<file path="src/rtl/vga_sync_decoder_if.sv">
// Incoming VGA stream: active-low sync pulses plus per-colour pixel data,
// all synchronous to the pixel clock.
//   hsync, vsync    : active-low sync pulses
//   red, grn, blu   : pixel data, VIDEO_WIDTH bits each
// master drives the stream (generator / link), slave consumes it (decoder).
interface vga_sync_decoder_if #(
  parameter int VIDEO_WIDTH = 3
);
  logic                   hsync;
  logic                   vsync;
  logic [VIDEO_WIDTH-1:0] red;
  logic [VIDEO_WIDTH-1:0] grn;
  logic [VIDEO_WIDTH-1:0] blu;

  modport master (output hsync, vsync, red, grn, blu);
  modport slave  (input  hsync, vsync, red, grn, blu);
endinterface

</file>
<file path="src/rtl/vga_sync_decoder.sv">
// Receive-side VGA timing recovery. Rebuilds column/row position from the
// sync rising edges, measures line length and lines per frame against the
// configured totals, and declares lock after LOCK_FRAMES good frames.
//   i_Clk, i_Rst_L        : pixel clock, async active-low reset
//   vid                   : incoming sync + pixel stream (slave modport)
//   o_Col_Count/o_Row_Count: recovered position of the pixel just sampled
//   o_*_Video             : pixel data, zeroed outside the active region
//   o_Active              : locked and inside the visible area
//   o_Frame_Start         : one-cycle pulse at (0,0) while locked
//   o_Locked, o_Err       : timing lock and one-cycle violation pulse
module vga_sync_decoder #(
  parameter int TOTAL_COLS   = 800,
  parameter int TOTAL_ROWS   = 525,
  parameter int ACTIVE_COLS  = 640,
  parameter int ACTIVE_ROWS  = 480,
  parameter int H_BACK_PORCH = 48,
  parameter int V_BACK_PORCH = 33,
  parameter int LOCK_FRAMES  = 2,
  parameter int VIDEO_WIDTH  = 3
) (
  input  logic                   i_Clk,
  input  logic                   i_Rst_L,
  vga_sync_decoder_if.slave      vid,
  output logic [9:0]             o_Col_Count,
  output logic [9:0]             o_Row_Count,
  output logic [VIDEO_WIDTH-1:0] o_Red_Video,
  output logic [VIDEO_WIDTH-1:0] o_Grn_Video,
  output logic [VIDEO_WIDTH-1:0] o_Blu_Video,
  output logic                   o_Active,
  output logic                   o_Frame_Start,
  output logic                   o_Locked,
  output logic                   o_Err
);
  localparam int GW = (LOCK_FRAMES < 2) ? 1 : $clog2(LOCK_FRAMES + 1);

  localparam logic [9:0]    COL_LAST  = 10'(TOTAL_COLS - 1);
  localparam logic [9:0]    ROW_LAST  = 10'(TOTAL_ROWS - 1);
  localparam logic [9:0]    COL_LOAD  = 10'(TOTAL_COLS - H_BACK_PORCH);
  localparam logic [9:0]    ROW_LOAD  = 10'(TOTAL_ROWS - V_BACK_PORCH);
  localparam logic [9:0]    COL_ACT   = 10'(ACTIVE_COLS);
  localparam logic [9:0]    ROW_ACT   = 10'(ACTIVE_ROWS);
  localparam logic [10:0]   LEN_GOOD  = 11'(TOTAL_COLS);
  localparam logic [10:0]   LEN_SAT   = 11'(2 * TOTAL_COLS);
  localparam logic [9:0]    ROWS_GOOD = 10'(TOTAL_ROWS);
  localparam logic [GW-1:0] GOOD_LOCK = GW'(LOCK_FRAMES);
  localparam logic [GW-1:0] GOOD_ONE  = GW'(1);

  typedef enum logic [1:0] {UNLOCKED, CHECK, LOCKED} state_t;

  state_t          state, state_nx;
  logic            prev_hsync, prev_vsync;
  logic [9:0]      col, row, col_nx, row_nx;
  logic [10:0]     line_len, len_nx;
  logic [9:0]      line_cnt, cnt_nx;
  logic            hlen_valid, vlen_valid, frame_err;
  logic [GW-1:0]   good_frames, good_nx;
  logic            h_rise, v_rise, col_wrap;
  logic            err_h, err_v, err_sat, err, frame_good;
  logic            lock_nx, active_nx;

  always_comb begin
    h_rise   = ~prev_hsync & vid.hsync;
    v_rise   = ~prev_vsync & vid.vsync;
    // A sync-driven column load is not a wrap, so it never advances the row.
    col_wrap = ~h_rise & (col == COL_LAST);

    if (h_rise)        col_nx = COL_LOAD;
    else if (col_wrap) col_nx = '0;
    else               col_nx = col + 10'd1;

    if (v_rise)        row_nx = ROW_LOAD;
    else if (col_wrap) row_nx = (row == ROW_LAST) ? '0 : row + 10'd1;
    else               row_nx = row;

    // line_len holds clocks-since-rise minus one at the next rise edge.
    err_h   = h_rise & hlen_valid & ((line_len + 11'd1) != LEN_GOOD);
    err_sat = ~h_rise & (line_len == (LEN_SAT - 11'd1));
    err_v   = v_rise & vlen_valid & (line_cnt != ROWS_GOOD);
    err     = err_h | err_v | err_sat;

    if (h_rise)                  len_nx = '0;
    else if (line_len == LEN_SAT) len_nx = LEN_SAT;
    else                         len_nx = line_len + 11'd1;

    // A coincident HSync rise belongs to the frame that starts on this edge.
    if (v_rise)                        cnt_nx = {9'd0, h_rise};
    else if (h_rise && line_cnt != '1) cnt_nx = line_cnt + 10'd1;
    else                               cnt_nx = line_cnt;

    frame_good = v_rise & vlen_valid & ~frame_err & ~err;

    state_nx = state;
    good_nx  = good_frames;
    if (err) begin
      state_nx = UNLOCKED;
      good_nx  = '0;
    end else if (v_rise) begin
      case (state)
        UNLOCKED: if (frame_good) begin
          good_nx  = GOOD_ONE;
          state_nx = (GOOD_LOCK == GOOD_ONE) ? LOCKED : CHECK;
        end
        CHECK: if (frame_good) begin
          good_nx = good_frames + GOOD_ONE;
          if ((good_frames + GOOD_ONE) == GOOD_LOCK) state_nx = LOCKED;
        end else begin
          state_nx = UNLOCKED;
          good_nx  = '0;
        end
        LOCKED:  state_nx = LOCKED;
        default: begin
          state_nx = UNLOCKED;
          good_nx  = '0;
        end
      endcase
    end

    lock_nx   = (state_nx == LOCKED);
    active_nx = lock_nx & (col_nx < COL_ACT) & (row_nx < ROW_ACT);
  end

  always_ff @(posedge i_Clk or negedge i_Rst_L) begin
    if (!i_Rst_L) begin
      state         <= UNLOCKED;
      prev_hsync    <= 1'b1;
      prev_vsync    <= 1'b1;
      col           <= '0;
      row           <= '0;
      line_len      <= '0;
      line_cnt      <= '0;
      hlen_valid    <= 1'b0;
      vlen_valid    <= 1'b0;
      frame_err     <= 1'b0;
      good_frames   <= '0;
      o_Red_Video   <= '0;
      o_Grn_Video   <= '0;
      o_Blu_Video   <= '0;
      o_Active      <= 1'b0;
      o_Frame_Start <= 1'b0;
      o_Locked      <= 1'b0;
      o_Err         <= 1'b0;
    end else begin
      state         <= state_nx;
      prev_hsync    <= vid.hsync;
      prev_vsync    <= vid.vsync;
      col           <= col_nx;
      row           <= row_nx;
      line_len      <= len_nx;
      line_cnt      <= cnt_nx;
      // Losing HSync invalidates both measurements until fresh rises arrive.
      hlen_valid    <= ~err_sat & (h_rise | hlen_valid);
      vlen_valid    <= ~err_sat & (v_rise | vlen_valid);
      frame_err     <= ~v_rise & (frame_err | err);
      good_frames   <= good_nx;
      o_Red_Video   <= active_nx ? vid.red : '0;
      o_Grn_Video   <= active_nx ? vid.grn : '0;
      o_Blu_Video   <= active_nx ? vid.blu : '0;
      o_Active      <= active_nx;
      o_Frame_Start <= lock_nx & (col_nx == '0) & (row_nx == '0);
      o_Locked      <= lock_nx;
      o_Err         <= err;
    end
  end

  assign o_Col_Count = col;
  assign o_Row_Count = row;
endmodule
</file>
<file path="src/flat_wrapper.sv">
// flat-port wrapper written by rule: the top's interface ports become plain ports
module vga_sync_decoder_flat 
#(
  parameter int TOTAL_COLS   = 800,
  parameter int TOTAL_ROWS   = 525,
  parameter int ACTIVE_COLS  = 640,
  parameter int ACTIVE_ROWS  = 480,
  parameter int H_BACK_PORCH = 48,
  parameter int V_BACK_PORCH = 33,
  parameter int LOCK_FRAMES  = 2,
  parameter int VIDEO_WIDTH  = 3
)
  (i_Clk, i_Rst_L, o_Col_Count, o_Row_Count, o_Red_Video, o_Grn_Video, o_Blu_Video, o_Active, o_Frame_Start, o_Locked, o_Err, vid_hsync, vid_vsync, vid_red, vid_grn, vid_blu);
  vga_sync_decoder_if #(.VIDEO_WIDTH(VIDEO_WIDTH)) vid_i ();
  input  logic i_Clk;
  input  logic i_Rst_L;
  output logic [9:0] o_Col_Count;
  output logic [9:0] o_Row_Count;
  output logic [VIDEO_WIDTH-1:0] o_Red_Video;
  output logic [VIDEO_WIDTH-1:0] o_Grn_Video;
  output logic [VIDEO_WIDTH-1:0] o_Blu_Video;
  output logic o_Active;
  output logic o_Frame_Start;
  output logic o_Locked;
  output logic o_Err;
  input wire logic [$bits(vid_i.hsync)-1:0] vid_hsync;
  input wire logic [$bits(vid_i.vsync)-1:0] vid_vsync;
  input wire logic [$bits(vid_i.red)-1:0] vid_red;
  input wire logic [$bits(vid_i.grn)-1:0] vid_grn;
  input wire logic [$bits(vid_i.blu)-1:0] vid_blu;
  assign vid_i.hsync = vid_hsync;
  assign vid_i.vsync = vid_vsync;
  assign vid_i.red = vid_red;
  assign vid_i.grn = vid_grn;
  assign vid_i.blu = vid_blu;
  vga_sync_decoder #(.TOTAL_COLS(TOTAL_COLS), .TOTAL_ROWS(TOTAL_ROWS), .ACTIVE_COLS(ACTIVE_COLS), .ACTIVE_ROWS(ACTIVE_ROWS), .H_BACK_PORCH(H_BACK_PORCH), .V_BACK_PORCH(V_BACK_PORCH), .LOCK_FRAMES(LOCK_FRAMES), .VIDEO_WIDTH(VIDEO_WIDTH)) u_core (.i_Clk(i_Clk), .i_Rst_L(i_Rst_L), .vid(vid_i), .o_Col_Count(o_Col_Count), .o_Row_Count(o_Row_Count), .o_Red_Video(o_Red_Video), .o_Grn_Video(o_Grn_Video), .o_Blu_Video(o_Blu_Video), .o_Active(o_Active), .o_Frame_Start(o_Frame_Start), .o_Locked(o_Locked), .o_Err(o_Err));
endmodule
</file>
<file path="config.mk">
export PLATFORM = sky130hd
export DESIGN_NAME = vga_sync_decoder_flat
export DESIGN_NICKNAME = d
export VERILOG_FILES = /design/src/rtl/vga_sync_decoder_if.sv /design/src/rtl/vga_sync_decoder.sv /design/src/flat_wrapper.sv
export SDC_FILE = /design/constraint.sdc
export NUM_CORES = 1
export LEC_CHECK = 0
export CORE_UTILIZATION = 35
export DETAILED_ROUTE_END_ITERATION = 8
export HOLD_SLACK_MARGIN = 0.02
export PLACE_DENSITY = 0.53
export SLEW_MARGIN = 20
export SYNTH_ARGS = -nofsm -noshare
export SYNTH_HDL_FRONTEND = slang
export SYNTH_SLANG_ARGS = --single-unit
export TNS_END_PERCENT = 30
</file>
<file path="constraint.sdc">
create_clock -name i_Clk -period 6.7 [get_ports i_Clk]
set_input_delay 1.005 -clock i_Clk [delete_from_list [all_inputs] [get_ports i_Clk]]
set_output_delay 1.005 -clock i_Clk [all_outputs]
set_load 0.03 [all_outputs]
</file>
### Word level (Yosys, flattened, before mapping)

Index checks and enable logic that the tools add are counted.

* register bits after elaboration: 63
* input port bits: 13
* output and inout bits: 33
* word-level logic and storage cells: 97

* $add $sub $neg: 5
* magnitude comparators: 2
* eq/ne operators: 13
* muxes and demuxes: 23
* bitwise logic cells: 29
* reductions and logical operators: 7

Operator list (count)
* 10-bit two-way mux: 7
* 10-bit by 1-bit adder with 10-bit output, second input constant: 3
* 11-bit == test, second input constant: 2
* 11-bit two-way mux: 2
* 10-bit == test, second input constant: 2
* 10-bit zero test: 2
* 10-bit != test, second input constant: 2
* 2-bit two-way mux: 9
* 1-bit bitwise AND: 17
* 2-bit case mux with 3 select lines: 2
* 11-bit by 1-bit adder with 11-bit output, second input constant: 1
* 11-bit by 10-bit != test with 1-bit output, second input constant: 1
* 10-bit less-than comparator, second input constant: 1
* 10-bit by 9-bit less-than comparator with 1-bit output, second input constant: 1
* 3-bit two-way mux: 3
* 1-bit inverter: 7
* 2-bit == test, second input constant: 3
* 1-bit bitwise OR: 5
* 2-bit nonzero test: 2
* 3-bit by 1-bit != test with 1-bit output, second input constant: 1
* 3-bit AND reduction: 1
* 2-bit by 1-bit adder with 2-bit output, second input constant: 1
* 2-bit by 1-bit == test with 1-bit output, second input constant: 1
* 2-bit zero test: 1
* other kinds (2): 2

### Depth between registers and ports, before layout

* depth in word-level cells: 16
* mapped depth: 8
* depth with buffers taken out: 8

### Worst setup path before layout

No wires, ideal clock.

* path type: input to register
* from: input port vid_hsync
* to: register u_core.o_Frame_Start
* setup time: 0.111 ns
* arrival: 2.677 ns
* data required time: 6.589 ns
* setup slack: 3.912 ns
* cell stages on the path: 7
* path buffers: 1
* cells stage by stage: and2b_1 -> or4_4 -> buf_6 -> o31a_1 -> a211oi_2 -> o211ai_1 -> a2111oi_2

* word-level cells in the longest chain between the ends: 14
* elaborated cells between the ends (all ways): 24
* classes of those cells: 1 x eq/ne; 9 x mux; 12 x bitwise; 2 x reduce/logical

Ends and longest elaborated chain
* start: declaration: RTL line flat_wrapper.sv:26 `input wire logic [$bits(vid_i.hsync)-1:0] vid_hsync;`
* 1-bit bitwise AND (*): RTL line vga_sync_decoder.sv:62 `h_rise = ~prev_hsync & vid.hsync;`
* 1-bit bitwise AND (2 in series): RTL line vga_sync_decoder.sv:76 `err_h = h_rise & hlen_valid & ((line_len + 11'd1) != LEN_GOOD);`
* 1-bit bitwise OR (2 in series): RTL line vga_sync_decoder.sv:79 `err = err_h | err_v | err_sat;`
* 1-bit inverter: RTL line vga_sync_decoder.sv:90 `frame_good = v_rise & vlen_valid & ~frame_err & ~err;`
* 1-bit bitwise AND: RTL line vga_sync_decoder.sv:90
* 2-bit two-way mux (on tied branches): RTL line vga_sync_decoder.sv:103, vga_sync_decoder.sv:99
* 2-bit case mux with 3 select lines: RTL line vga_sync_decoder.sv:98 `case (state)`
* 2-bit two-way mux: RTL line vga_sync_decoder.sv:97 `end else if (v_rise) begin`
* 2-bit two-way mux: RTL line vga_sync_decoder.sv:94 `if (err) begin`
* 2-bit == test: RTL line vga_sync_decoder.sv:118 `lock_nx = (state_nx == LOCKED);`
* 1-bit bitwise AND: RTL line vga_sync_decoder.sv:159 `o_Frame_Start <= lock_nx & (col_nx == '0) & (row_nx == '0);`
* 1-bit bitwise AND (*): RTL line vga_sync_decoder.sv:159
* end signal: assignment: RTL line vga_sync_decoder.sv:159
* end: declaration: RTL line vga_sync_decoder.sv:30 `output logic o_Frame_Start,`

Every way passes the cells marked *; elsewhere a longest branch is shown, timed or not.
A chain may end at the register's enable or synchronous reset.

### Final worst setup path

* from: input port vid_hsync
* to: register u_core.o_Blu_Video[2]

* word-level cells in the longest chain between the ends: 15
* elaborated cells between the ends (all ways): 25
* classes of those cells: 2 x order compare; 1 x eq/ne; 10 x mux; 12 x bitwise

Ends and longest elaborated chain
* 1-bit bitwise AND (*): RTL line vga_sync_decoder.sv:62
* 1-bit bitwise AND (2 in series): RTL line vga_sync_decoder.sv:76
* 1-bit bitwise OR (2 in series): RTL line vga_sync_decoder.sv:79
* 1-bit inverter: RTL line vga_sync_decoder.sv:90
* 1-bit bitwise AND: RTL line vga_sync_decoder.sv:90
* 2-bit two-way mux (on tied branches): RTL line vga_sync_decoder.sv:103, vga_sync_decoder.sv:99
* 2-bit case mux with 3 select lines: RTL line vga_sync_decoder.sv:98
* 2-bit two-way mux: RTL line vga_sync_decoder.sv:97
* 2-bit two-way mux: RTL line vga_sync_decoder.sv:94
* 2-bit == test: RTL line vga_sync_decoder.sv:118
* 1-bit bitwise AND: RTL line vga_sync_decoder.sv:119 `active_nx = lock_nx & (col_nx < COL_ACT) & (row_nx < ROW_ACT);`
* 1-bit bitwise AND (*): RTL line vga_sync_decoder.sv:119
* 3-bit two-way mux (*): RTL line vga_sync_decoder.sv:157 `o_Blu_Video <= active_nx ? vid.blu : '0;`
* end signal: assignment: RTL line vga_sync_decoder.sv:157
* end: declaration: RTL line vga_sync_decoder.sv:28 `output logic [VIDEO_WIDTH-1:0] o_Blu_Video,`

Marked as above.

==> impl_metrics.json <==
{
  "cp.required_ps": 6900,
  "slew_headroom": 0.464,
  "dieArea_um2": 9970,
  "n_antenna_cell": 0,
  "worst_pin_slew_ps": 805,
  "async_reset_ff_frac": 1.00,
  "port_buffers": 45,
  "cts_inserted_buffers": 9,
  "syn-num-nets": 377,
  "ios": 46,
  "via_per_inst": 5.02,
  "die_w_um": 99.9,
  "cts_resized": 0,
  "ir_drop_mv": 0.131,
  "fin_nets": 424,
  "status": "finished clean",
  "endpoint_kind": "flop",
  "crit_type": "primary input to flop",
  "synth-edff-count": 0,
  "dpl.hpwl_um": 5210,
  "rsz0062_at_grt": "false",
  "final-setup-viol-count": 0,
  "grtUsageTotal": 0.163,
  "postCtsSetupBuffers": 0,
  "num_vias": 2694,
  "grt_pass1_vias": 2606,
  "drtIter0Drc": 135,
  "period_share": 0.479,
  "ys_types": 59,
  "grt_overflow_total": 0,
  "ys_seq_elements": 63,
  "clockBufferDepth": 2,
  "cp.arrival_ps": 3410,
  "hold_class": "flop to flop",
  "core_um2": 9240,
  "max_freq_mhz": 311,
  "yosys_warnings": 0,
  "synthTopCellsByArea": "dfrtp_1, nor2_1, xnor2_1, nand2_1, ha_1",
  "post-route-min-period_ps": 3210,
  "antenna_found_initial": 0,
  "syn_to_final_growth_pct": 21.8,
  "drv_slew": 0,
  "power_mw": 0.904,
  "drtAntennaViolNets": 0,
  "setup_tns_ps": 0,
  "p_leak_nw": 1.65,
  "initial_core_util": 0.363,
  "yosys.area.top_type_share": 0.455,
  "die_y_um": 99.9,
  "path_clk_slew_ps": 70,
  "fp-row-count": 35,
  "cts_tree": "built",
  "synth_ff_type": "dfrtp_1",
  "final_common_cell": "dfrtp_1",
  "fin_skew_ps": 9.85,
  "utilization": 0.442,
  "max-cap-violations": 0,
  "synth_area_um2": 3350,
  "drive_gt1_frac": 0.0907,
  "first_pass_iters": 4,
  "syn-instance-count": 356,
  "p_per_area_nw_per_um2": 222,
  "yosysTopAreaCell": "dfrtp_1",
  "routed_wl_um": 7540,
  "clk_latency_ps": 340,
  "timing.critical_path.from_type": "primary input",
  "r2r_setup_slack_ps": 3850,
  "clock-root-buffer": "clkbuf_8",
  "drc": 0,
  "cts_hold_repair.buffers": 0,
  "grt_pass1_wl_um": 12700,
  "avgSynthCellArea_um2": 9.42,
  "wl_per_cell_um": 14.0,
  "grt_max_degree": 64,
  "final_cell_mix": "dfrtp_1, nor2_1, clkdlybuf4s50_1",
  "gp_congestion": 0.803,
  "finalHoldViolations": 0,
  "yosysSeqAreaShare": 0.471,
  "htree_levels": 3,
  "crit_fanout": 12,
  "cts_sinks": 63
}
worst paths after layout:
kind | from | endpoint | cells past startpoint
worst max register to register | u_core.o_Col_Count[0] | u_core.o_Blu_Video[2] | 7
worst min-delay path | u_core.frame_err | u_core.frame_err | 1
max in group asynchronous | i_Rst_L | u_core.line_cnt[1] | 2
min in group asynchronous | i_Rst_L | u_core.line_len[2] | 2
worst max-delay path | vid_hsync | u_core.o_Blu_Video[2] | 7
worst min register to register | u_core.frame_err | u_core.frame_err | 1
stage by stage:
stage	hold WS [ps]	instances	cell area, µm²	worst slack [ps]
detailed placement	486	521	3910	3110
floorplan	466	356	3350	3910
CTS	502	537	4080	3490
global placement	486	521	3900	3200
global route	532	537	4080	3290
finish	499	537	4080	3490
flip-flops by register name, summed over array words and instances, names as in the netlist:
name,count
u_core.line_len,11
u_core.line_cnt,10
u_core.o_Col_Count,10
u_core.o_Row_Count,10
u_core.o_Blu_Video,3
u_core.o_Grn_Video,3
u_core.o_Red_Video,3
u_core.good_frames,2
u_core.state,2
u_core.frame_err,1
u_core.hlen_valid,1
u_core.o_Active,1
u_core.o_Err,1
u_core.o_Frame_Start,1
u_core.o_Locked,1
u_core.prev_hsync,1
u_core.prev_vsync,1
u_core.vlen_valid,1
logic make-up after synthesis:
family / synth area share
simple gates: 0.255
mux: 0.00672
compound gates: 0.112
xor+xnor: 0.0758
buf+inv: 0.0496
flops: 0.471
fa+ha+maj: 0.0299
where the power goes:
| part | total (mW) | switching (mW) | internal, mW | leakage (nW) |
|---|---|---|---|---|
| Sequential | 0.454 | 0.0456 | 0.408 | 0.787 |
| Clock | 0.296 | 0.153 | 0.142 | 0.0918 |
| Combinational | 0.155 | 0.0862 | 0.0690 | 0.773 |
| Total | 0.904 | 0.285 | 0.619 | 1.65 |
cells in the mapped netlist, drive strengths merged (3+ instances only):
library cell and n:
o31ai 3, or4 5, inv 25, nand3 17, o21ai 16, buf 5
and3 5, nor3 19, o211ai 3, a31oi 4, nand4 10, nor2b 3
clkbuf 6, nor2 46, or3 7, ha 8, nor4 7, and2 4
xnor2 19, dfrtp 61, nand2 34, a21oi 6, xor2 10
routing by layer:
layer  wire [µm]  GRT usage
met3         192     0.0341
met4         101     0.0656
met1        3690      0.225
met2        3550      0.251
met5           0          0
layout make-up:
cell class                 count  area, µm²
fill                         913       5160
multi-input combinational    257       1610
sequential                    63       1580
timing repair buffer          47        460
tap                          129        161
clock buffer                  10        138
inverter                      25       93.8
clock inverter                 6       36.3
critical path: stages:
cell and delay, ps:
clkdlybuf4s50_1 430, and2b_1 340, nor4_2 490, nand4_1 210, xor2_1 220, o41ai_4 620, nor3_1 100
Power figures use the tool's default switching activity.
